**config.mk**
```make
export PLATFORM = sky130hd
export DESIGN_NAME = adc_spi_sequencer
export DESIGN_NICKNAME = d
export VERILOG_FILES = /design/src/rtl/adc_spi_sequencer.sv
export SDC_FILE = /design/constraint.sdc
export NUM_CORES = 1
export LEC_CHECK = 0
export ABC_AREA = 0
export CAP_MARGIN = 25
export CELL_PAD_IN_SITES_DETAIL_PLACEMENT = 1
export CELL_PAD_IN_SITES_GLOBAL_PLACEMENT = 1
export CORE_MARGIN = 3
export CORE_UTILIZATION = 37
export DETAILED_ROUTE_END_ITERATION = 12
export GPL_TIMING_DRIVEN = 1
export PLACE_DENSITY = 0.74
export SLEW_MARGIN = 20
export SYNTH_ARGS = -nofsm -noshare
export SYNTH_HDL_FRONTEND = slang
export SYNTH_SLANG_ARGS = --single-unit
```
**constraint.sdc**
```tcl
create_clock -name clk -period 1.85 [get_ports clk]
set_clock_uncertainty 0.2 [all_clocks]
set_input_delay 0.2775 -clock clk [delete_from_list [all_inputs] [get_ports clk]]
set_output_delay 0.2775 -clock clk [all_outputs]
set_load 0.02 [all_outputs]
```
**src/rtl/adc_spi_sequencer.sv**
```systemverilog
// ADC128S022 SPI sequencer for the DE0-Nano: turns a start strobe plus channel
// from the command PIO into one or two SPI frames and returns a held sample.
// The ADC converts the address sent in the previous frame, so a request for a
// channel other than the last addressed one runs a discarded dummy frame first.
module adc_spi_sequencer #(
  parameter int unsigned CLK_DIV = 10
) (
  input  logic        clk,
  input  logic        reset,
  input  logic [3:0]  i_adc_cmd,
  output logic [11:0] o_adc_data,
  output logic [3:0]  o_adc_chan_valid,
  output logic        o_busy,
  output logic        o_adc_cs_n,
  output logic        o_adc_sclk,
  output logic        o_adc_mosi,
  input  logic        i_adc_miso
);

  localparam int unsigned CNT_W    = $clog2(CLK_DIV + 1);
  localparam int unsigned BIT_W    = 4;
  localparam int unsigned FRAME_W  = 16;
  localparam int unsigned DATA_W   = 12;
  localparam logic [CNT_W-1:0] HALF_LAST  = CNT_W'(CLK_DIV - 1);
  // DONE occupies one cycle of the cs_n-high gap, so QUIET runs one short
  localparam logic [CNT_W-1:0] QUIET_LAST = CNT_W'(CLK_DIV - 2);
  localparam logic [BIT_W-1:0] BIT_LAST   = BIT_W'(FRAME_W - 1);

  typedef enum logic [2:0] {
    IDLE,
    SETUP,
    SHIFT,
    DONE,
    QUIET
  } state_t;

  state_t               state;
  logic [CNT_W-1:0]     cnt;
  logic [BIT_W-1:0]     bit_idx;
  logic                 phase_high;
  logic [FRAME_W-1:0]   shift_reg;
  logic [2:0]           req_ch;
  logic                 dbl;
  logic [2:0]           last_addr;
  logic                 last_addr_known;
  logic                 start_q;
  logic                 miso_meta;
  logic                 miso_sync;

  // DIN value for a given bit-time: channel address on bit-times 2..4
  function automatic logic mosi_bit(input logic [BIT_W-1:0] idx, input logic [2:0] ch);
    logic b;
    b = 1'b0;
    case (idx)
      BIT_W'(2): b = ch[2];
      BIT_W'(3): b = ch[1];
      BIT_W'(4): b = ch[0];
      default:   b = 1'b0;
    endcase
    return b;
  endfunction

  // Sequencer FSM, start-edge detector and MISO synchroniser
  always_ff @(posedge clk) begin
    if (reset) begin
      state            <= IDLE;
      cnt              <= '0;
      bit_idx          <= '0;
      phase_high       <= 1'b0;
      shift_reg        <= '0;
      req_ch           <= '0;
      dbl              <= 1'b0;
      last_addr        <= '0;
      last_addr_known  <= 1'b0;
      start_q          <= 1'b0;
      miso_meta        <= 1'b0;
      miso_sync        <= 1'b0;
      o_adc_data       <= '0;
      o_adc_chan_valid <= '0;
      o_busy           <= 1'b0;
      o_adc_cs_n       <= 1'b1;
      o_adc_sclk       <= 1'b1;
      o_adc_mosi       <= 1'b0;
    end else begin
      start_q   <= i_adc_cmd[3];
      miso_meta <= i_adc_miso;
      miso_sync <= miso_meta;

      case (state)
        IDLE: begin
          if (i_adc_cmd[3] && !start_q) begin
            req_ch              <= i_adc_cmd[2:0];
            o_busy              <= 1'b1;
            o_adc_chan_valid[3] <= 1'b0;
            o_adc_cs_n          <= 1'b0;
            o_adc_sclk          <= 1'b1;
            dbl                 <= !(last_addr_known && (last_addr == i_adc_cmd[2:0]));
            cnt                 <= '0;
            state               <= SETUP;
          end
        end

        SETUP: begin
          if (cnt == HALF_LAST) begin
            cnt        <= '0;
            bit_idx    <= '0;
            phase_high <= 1'b0;
            o_adc_sclk <= 1'b0;
            o_adc_mosi <= mosi_bit('0, req_ch);
            state      <= SHIFT;
          end else begin
            cnt <= cnt + CNT_W'(1);
          end
        end

        SHIFT: begin
          if (cnt == HALF_LAST) begin
            cnt <= '0;
            if (!phase_high) begin
              o_adc_sclk <= 1'b1;
              shift_reg  <= {shift_reg[FRAME_W-2:0], miso_sync};
              phase_high <= 1'b1;
            end else if (bit_idx == BIT_LAST) begin
              o_adc_cs_n      <= 1'b1;
              o_adc_mosi      <= 1'b0;
              last_addr       <= req_ch;
              last_addr_known <= 1'b1;
              if (!dbl) begin
                o_adc_data       <= shift_reg[DATA_W-1:0];
                o_adc_chan_valid <= {1'b1, req_ch};
              end
              state <= DONE;
            end else begin
              o_adc_sclk <= 1'b0;
              o_adc_mosi <= mosi_bit(bit_idx + BIT_W'(1), req_ch);
              bit_idx    <= bit_idx + BIT_W'(1);
              phase_high <= 1'b0;
            end
          end else begin
            cnt <= cnt + CNT_W'(1);
          end
        end

        DONE: begin
          cnt   <= '0;
          state <= QUIET;
        end

        QUIET: begin
          if (cnt == QUIET_LAST) begin
            cnt <= '0;
            if (dbl) begin
              dbl        <= 1'b0;
              o_adc_cs_n <= 1'b0;
              state      <= SETUP;
            end else begin
              o_busy <= 1'b0;
              state  <= IDLE;
            end
          end else begin
            cnt <= cnt + CNT_W'(1);
          end
        end

        default: state <= IDLE;
      endcase
    end
  end

endmodule

```
; ---- Word level (Yosys, flattened, before mapping)
; Index checks and enable logic that the tools add are counted.
[totals]
out_inout_bits = 20
inputBits = 7
elab_cells = 121
reg_bits = 55
[classes]
eq_ne = 22
reduce_logical = 26
mux = 50
addsub = 2
n_bitwise = 2
[op_table]
columns = cell, count
row1 = 2-to-1 mux 4 bit, 11
row2 = 2-to-1 mux 1 bit, 22
row3 = inequality test 2 bit (second input constant), 10
row4 = 2-to-1 mux 3 bit, 6
row5 = one-hot mux 4 bit (4 select lines), 1
row6 = one-hot mux 3 bit (5 select lines), 1
row7 = AND reduction 5 bit, 3
row8 = == test 4 bit (second input constant), 3
row9 = AND reduction 4 bit, 3
row10 = AND reduction 6 bit, 2
row11 = one-hot mux 1 bit (2 select lines), 5
row12 = one-hot mux 1 bit (3 select lines), 3
row13 = AND reduction 3 bit, 3
row14 = adder 4 x 1 -> 4 bit (second input constant), 2
row15 = == test 4 x 2 -> 1 bit (second input constant), 2
row16 = one-hot mux 4 bit (2 select lines), 1
row17 = AND reduction 7 bit, 1
row18 = == test 3 x 2 -> 1 bit (second input constant), 2
row19 = nonzero test 2 bit, 3
row20 = nonzero test 3 bit, 2
row21 = == test 4 x 3 -> 1 bit (second input constant), 1
row22 = AND reduction 2 bit, 2
row23 = nonzero test 4 bit, 1
row24 = == test 3 x 1 -> 1 bit (second input constant), 1
row25 = other kinds (8), 11

; ---- Longest topological paths before layout
; Gate-level depths: netlist of the first run.
[depth]
word_depth = 7
depth_mapped = 8
depth_no_buf = 7

; ---- Worst setup path before layout of the first run
; OpenSTA, ideal clock, no wires.
[synth_path]
path_kind = register -> register
from = register bit_idx[0]
to = register o_adc_chan_valid[0]
path_stages_with_launch = 8
t_required_ns = 1.522
path_buffers = 1
path_slack_ns = -0.085
period_less_slack_ns = 1.935
arrival_ns = 1.607
setup_ns = 0.128
path_cell_list = dfxtp_1 > ha_1 > and3_1 > nand4_4 > nor2_8 > buf_8 > mux2i_1 > nor2_1
[synth_between]
elab_chain_cells = 2
[synth_rtl]
columns = item, line
row1 = start: declaration, 39  ; logic [BIT_W-1:0] bit_idx;
row2 = start signal: assignment, 136  ; bit_idx <= bit_idx + BIT_W'(1);
row3 = == test 4 bit, 123  ; end else if (bit_idx == BIT_LAST) begin
row4 = AND reduction 5 bit (no source line), n/a
row5 = end signal: assignment, 130  ; o_adc_chan_valid <= {1'b1, req_ch};
row6 = end: declaration, 12  ; output logic [3:0] o_adc_chan_valid,
; No other way between the ends.
; A chain may end at the register's enable or synchronous reset.

; ---- Final worst setup path of the first run
[layout_path]
from = register cnt[1]
to = register o_adc_data[1]
[layout_between]
elab_chain_cells = 2
[layout_rtl]
columns = item, line
row1 = start: declaration, 38  ; logic [CNT_W-1:0] cnt;
row2 = start signal: assignment, 112  ; cnt <= cnt + CNT_W'(1);
row3 = start signal: assignment, 140  ; cnt <= cnt + CNT_W'(1);
row4 = start signal: assignment, 161  ; cnt <= cnt + CNT_W'(1);
row5 = == test 4 bit, 117  ; if (cnt == HALF_LAST) begin
row6 = AND reduction 5 bit (no source line), n/a
row7 = end signal: assignment, 129  ; o_adc_data <= shift_reg[DATA_W-1:0];
row8 = end: declaration, 11  ; output logic [11:0] o_adc_data,
; No other way between the ends.

==> results.md, run 1 <==
- The flow ran to the end, but the final reports show violations.
- The checks that failed: setup timing.
- The endpoint kind of the worst setup timing path is a flop.
- After clock tree synthesis, the clock-pin slew on the worst setup and hold paths is 100 ps.
- The die covers 7500 µm².
- The initial antenna violation count was 0.
- After synthesis, the netlist uses 47 different library cells.
- During I/O placement, the number of pins put on the boundary was 27.
- The final setup violation count is 16.
- For this run, asynchronously set or reset flops after synthesis account for 0%.
- The clock reaches the later pin of the worst-skew pair after approximately 310 ps.
- The final-stage net count is 324.
- Across every metal layer, demand over resource in global routing totals 17.0%.
- At the pin with the least slew margin, the transition time is approximately 400 ps.
- The initial utilization of the core area, before any placement, comes to ~39%.
- The number of H-tree levels is 2.
- The worst voltage drop across the vdd grid is a little under 0.4 mV.
- The netlist area before placement is 2400 µm².
- The post-route DRC violation count is 0.
- OpenSTA, run right after detailed placement, puts the worst setup slack at -222 ps.
- The fraction of the core area covered by cells at the end of the flow is 55.1%.
- The initialized floorplan defines 28 standard-cell rows.
- In the final routed layout, each cell accounts on average for 17.4 µm.
- The flop and latch count out of synthesis is 55.
- The count of antenna-violating nets left after detailed routing is 0.
- In the layout the commonest cells are dfxtp_1 (50), nor2_1 (43), buf_4 (32).
- After synthesis, flip-flops and latches occupy around 46% of the total area.
- Data on the critical path arrives at its endpoint at ~1900 ps.
- The number of violations reported at the end of detailed-routing iteration 0 is about 90.
- The leading register cell type out of synthesis is dfxtp_1.
- The number of port buffers is 26.
- The library cell used most frequently in the layout, excluding fill and tap cells, is dfxtp_1.
- The number of detailed-routing iterations run before antenna repair is 4.
- The final period utilization is 104%.
- The final number of max-transition violations is 0.
- The count of final hold-check violations came to 0.
- The floorplan step defined a core boundary enclosing between 6000 and 7000 µm².
- Data on the critical path is required at its endpoint by 1850 ps.
- In the routed layout, each cell is associated on average with a via count of 5.28.
- Max-cap violations in this run came to 0.
- The count of clock tree sinks is 55.
- The gate count of the mapped netlist is 250.
- The area added between synthesis and finish is 39.7%.
- The via count of the first global-routing pass is 2035.
- Counting every net in the synthesized netlist gives 263.
- Summed over all layers, the global routing overflow is 0.
- The global-route wire length before repair is roughly 10000 µm.
- The critical path launch point type is a flop.
- Cells with a size suffix above 1 make up roughly 28% of the layout.
- The leakage power is 1.27 nW.
- The type of the worst setup path is reg2reg.
- The half-perimeter wire length after detailed placement is ~4200 µm.
- The minimum clock period after layout is 1920 ps.
- The number of enable flip-flop cells after synthesis is 0.
- The tightest min-delay check is of the in2reg type.
- Setup repair after global routing could not meet its margin everywhere.
- The largest fanout of any net on the critical path is 8.
- The floorplan die height is 86.6 µm.
- The floorplan step set the die width to approximately 87 µm.
- During synthesis, Yosys emitted a total of 0 warnings.
- Buffers inserted during clock tree synthesis total 5.
- The power density of the placed cells is roughly 950 nW/µm².
- The buffer cell driving the clock tree root is clkbuf_8.
- The total number of vias is just over 2k.
- The final critical-path setup slack is -74.5 ps.
- Timing would allow up to 0.520 GHz.
- The TritonCTS clock tree is built.
- Entering global routing, the biggest net connects 54 pins.
- The layout filler cell count is a little under 700.
- After synthesis, the mean cell area works out to 9.61 µm².
- The congestion estimate from routability-driven global placement came to approximately 0.8.
- The number of diodes is 0.
- Hold repair after CTS inserted 0 buffers.
- The aggregate routed wire length is ~6700 µm.
- The relative slew slack is 72.5%.
- In this run the deepest clock path goes through 2 buffers.
## cell type report
type | count | area [µm²] | area share [%]
clock buffer | 6 | 82.6 | 2.46
clock inverter | 2 | 17.5 | 0.522
inverter | 5 | 18.8 | 0.559
multi-input combinational | 179 | 1400 | 41.7
sequential | 55 | 1110 | 33.1
tap | 75 | 93.8 | 2.80
timing repair buffer | 65 | 636 | 18.9
## kinds of logic (layout without fill, tap and decap cells)
family	Yosys count	count (layout)	share of synthesized area, %
fa+ha+maj	6	6	3.12
flops	55	55	45.8
compound gates	32	32	8.91
simple gates	101	101	22.5
mux	33	33	13.8
buf+inv	16	78	3.28
xor+xnor	7	7	2.55
## final timing paths
check	startpoint	end	slack (ps)	depth (start not counted)
worst min register to register	miso_meta	miso_sync	270	1
worst max register to register	cnt[1]	o_adc_data[1]	-70	8
worst max-delay path	cnt[1]	o_adc_data[1]	-70	8
worst min-delay path	reset	o_adc_mosi	160	3
## per-stage QoR
stage / area, µm² / hold slack, ps / instances / total power [mW] / TNS (ps)
CTS: 3190 / 150 / 384 / 3.11 / -394
global placement: 3010 / 244 / 373 / 2.28 / -1700
floorplan: 2440 / 206 / 250 / 1.88 / -102
finish: 3360 / 161 / 387 / 3.18 / -600
global route: 3360 / 164 / 387 / 3.33 / -2780
detailed placement: 3010 / 248 / 373 / 2.33 / -2490
## metal layers
layer | part of all wire [%] | GRT usage (%) | up-vias
li1 | - | - | 990
met1 | 43 | 21.7 | 1022
met2 | 54 | 28.7 | 26
met3 | 2.4 | 3.90 | 4
met4 | 0.62 | 4.82 | 0
met5 | 0 | 0 | -
## cells in the mapped netlist (4+ instances only)
cell	instances	area, µm²
a21oi_1	9	45.0
nor2b_1	5	31.3
nand2_1	11	41.3
nand3b_1	5	37.5
xnor2_1	6	52.6
inv_1	5	18.8
nor3_1	5	25.0
clkbuf_1	5	18.8
dfxtp_1	55	1100
nor2_1	45	169
mux2i_1	32	320
ha_1	6	75.1
o21ai_0	4	20.0
nand3_1	8	40.0
## critical path, cell delays in order (launching register included)
cell and delay [ps]:
dfxtp_2 340, inv_2 70, ha_4 130, and4bb_4 290, nand4_4 160, nor2_8 200, buf_12 160, mux2i_4 230
nor2_2 50
## report_power, final
part	internal (mW)	switching, mW
sequential	1.27	0.0974
combinational	0.537	0.544
clock	0.315	0.410
## what timing repair did
action | in CTS | in global routing
pin swaps | 10 | 15
buffers inserted | 2 | 2
resized for setup | 10 | 27
setup endpoints to repair | 27 | 46
gates cloned | 1 | 1
Note: power is estimated with default switching activity, not from simulation.
==> run 2, diff against run 1 <==
- CTS_BUF_LIST: not set -> sky130_fd_sc_hd__clkbuf_2
- SLEW_MARGIN: 20 -> 10
==> run 2 against run 1 <==
Against the previous run:
- the flow still finishes with violations (setup timing)
- highest routed layer unchanged
- setup slack worse by 44 ps
- clock power is 30% lower
- hold slack better by 25 ps
- flip-flop and latch count stayed put
- via count is 1.3% lower
- power is 6.2% lower
- critical endpoint is now shift_reg[1]
- clock-buffer cell count is 1 lower
- combinational power hardly changed
- sequential share of layout area is 0.099 points higher
- final cell count is 0.78% higher
==> results.md, run 2 (synthesis gave the netlist of run 1 again) <==
- The layout filler cell count is roughly 700.
- The post-placement worst setup slack is -222 ps.
- TritonCTS built the clock tree.
- After detailed routing, the average wire length per cell comes to 17.1 µm.
- In the final layout, flip-flops and latches occupy 1110 µm².
- Counting I/O delays and the setup requirement, the final critical path takes 1970 ps.
- Clock latency on the worst-skew pair, taken at its later pin, is 450 ps.
- 27 I/O pins were placed.
- The tightest min-delay check is of the in2reg type.
- After layout, the design draws a total of roughly 3 mW.
- The congestion estimate from routability-driven global placement came to 0.819.
- The half-perimeter wire length after detailed placement is 4170 µm.
- The region available for standard cell placement spans 6100 µm².
- The count of nets left with antenna violations once routing finished came out at 0.
- In the layout the commonest cells are dfxtp_1 (50), nor2_1 (43), buf_4 (32).
- The fraction of the core area covered by cells at the end of the flow is around 55%.
- The first detailed-routing pass ran for 4 iterations.
- After detailed routing, the number of remaining DRC violations is 0.
- The initial antenna violation count came to 0.
- The power density of the placed cells is 891 nW/µm².
- The count of final hold-check violations is 0.
- The total number of vias is 2015.
- The maximum clock rate is 0.508 GHz.
- After layout, the worst setup slack is -119 ps.
- Of all nets on the critical path, the largest fanout is 6.
- The endpoint kind of the worst setup timing path is a flop.
- The global routing usage summed across all routing layers is 17.2%.
- The data required time of the critical path is 2010 ps.
- The number of vias per cell after detailed routing is 5.17.
- The aggregate routed wire length is 6690 µm.
- Buffers placed on the I/O ports in this run total 26.
- The slew at the pin closest to its max-slew limit is 388 ps.
- The maximum number of pins on one net before global-route repair is 54.
- The final number of max-transition violations is 0.
- The die area is ~7500 µm².
- The worst voltage drop across the vdd grid is 0.599 mV.
- The overall die width is 86.6 µm.
- Of the cells placed in the final design, the portion with a size suffix greater than 1 is 27.9%.
- The area of combinational cells with multiple inputs is 1430 µm².
- The floorplan step set the die height to 86.6 µm.
- Setup repair after global routing could not meet its margin everywhere.
- The number of diodes is 0.
- In this run, the number of DRC markers left after iteration 0 of detailed routing was 65.
- The worst endpoint data arrival time is 2130 ps.
- The final setup violation count is 26.
- Across the run, the number of max-cap violations was 0.
- The flow ran to the end, but the final reports show violations.
- The initialized floorplan defines 28 standard-cell rows.
- The library cell used most frequently in the layout, excluding fill and tap cells, is dfxtp_1.
- The buffer cell driving the clock tree root is clkbuf_2.
- The number of buffers created by CTS is 5.
- The initial utilization of the core area, before any placement, comes to a little under 40%.
- Summed over all layers, the global routing overflow is 0.
- In this run the number of H-tree levels came out at 2.
- The checks that failed: setup timing.
- The via count of the first global-routing pass came to 2102.
- The tree built by TritonCTS fans out to 55 sinks.
- The relative slew slack is 73.9%.
- The final-stage net count is 327.
- The critical path launch point type is a flop.
- Clock-pin slew was measured on the worst setup and hold paths at 290 ps.
- The maximum buffer depth of the clock tree is 2.
- The critical path in this run is classified as reg2reg.
- The leakage power is ~1.3 nW.
- The area added between synthesis and finish is 39.3%.
- Of the available clock period, the critical path in the final layout requires 106%.
- The global-route wire length before repair is 10300 µm.
## run 2: worst paths after layout
path              slack [ps]       start           end  depth (start not counted)
hold / removal           190  i_adc_miso     miso_meta                          2
hold reg to reg          290   miso_meta     miso_sync                          1
setup / recovery        -120      cnt[1]  shift_reg[1]                          9
setup reg to reg        -120      cnt[1]  shift_reg[1]                          9
## run 2: layout make-up
type,instances,share of cell area (%)
clock inverters,3,0.636
inverters,5,0.561
well taps,75,2.80
multi-input cells,179,42.8
repair buffers,68,19.3
clock buffers,5,0.748
flip-flops and latches,55,33.2
## run 2: through the flow
step	hold WS (ps)	TNS (ps)	std cells	area, µm²
after CTS	157	-236	386	3170
after floorplan	206	-102	250	2440
final	186	-927	390	3350
after global placement	244	-1700	373	3010
after detailed placement	248	-2490	373	3010
after global routing	154	-4490	390	3350
## run 2: power by group
part	total (mW)	switching [mW]	leakage, nW	internal [mW]
registers	1.37	0.0920	0.448	1.28
logic	1.10	0.562	0.846	0.542
clock network	0.506	0.405	0.0314	0.101
total	2.98	1.06	1.33	1.92
## run 2: critical path, cell delays in order (launching register included)
cell and delay [ps]:
dfxtp_2 390, inv_2 70, ha_4 130, and4bb_4 280, buf_4 130, nand2_4 50, nor2_4 160, buf_12 150
mux2i_2 250, nor2_1 80
## run 2: repair_timing
action                                 4_1_cts  5_1_grt
endpoints found under the hold margin        2        0
setup endpoints to repair                   48       45
gates cloned                                 1        1
gates resized for setup                     35       25
hold buffers                                 1        0
setup buffers                                3        4
pin swaps                                    7       14
## run 2: per-layer routing
layer,vias to the layer above,wire length [µm],GRT usage (%)
li1,999,-,-
met1,991,3020,22.3
met2,23,3500,29.8
met3,2,144,3.80
met4,0,23,2.97
met5,-,0,0
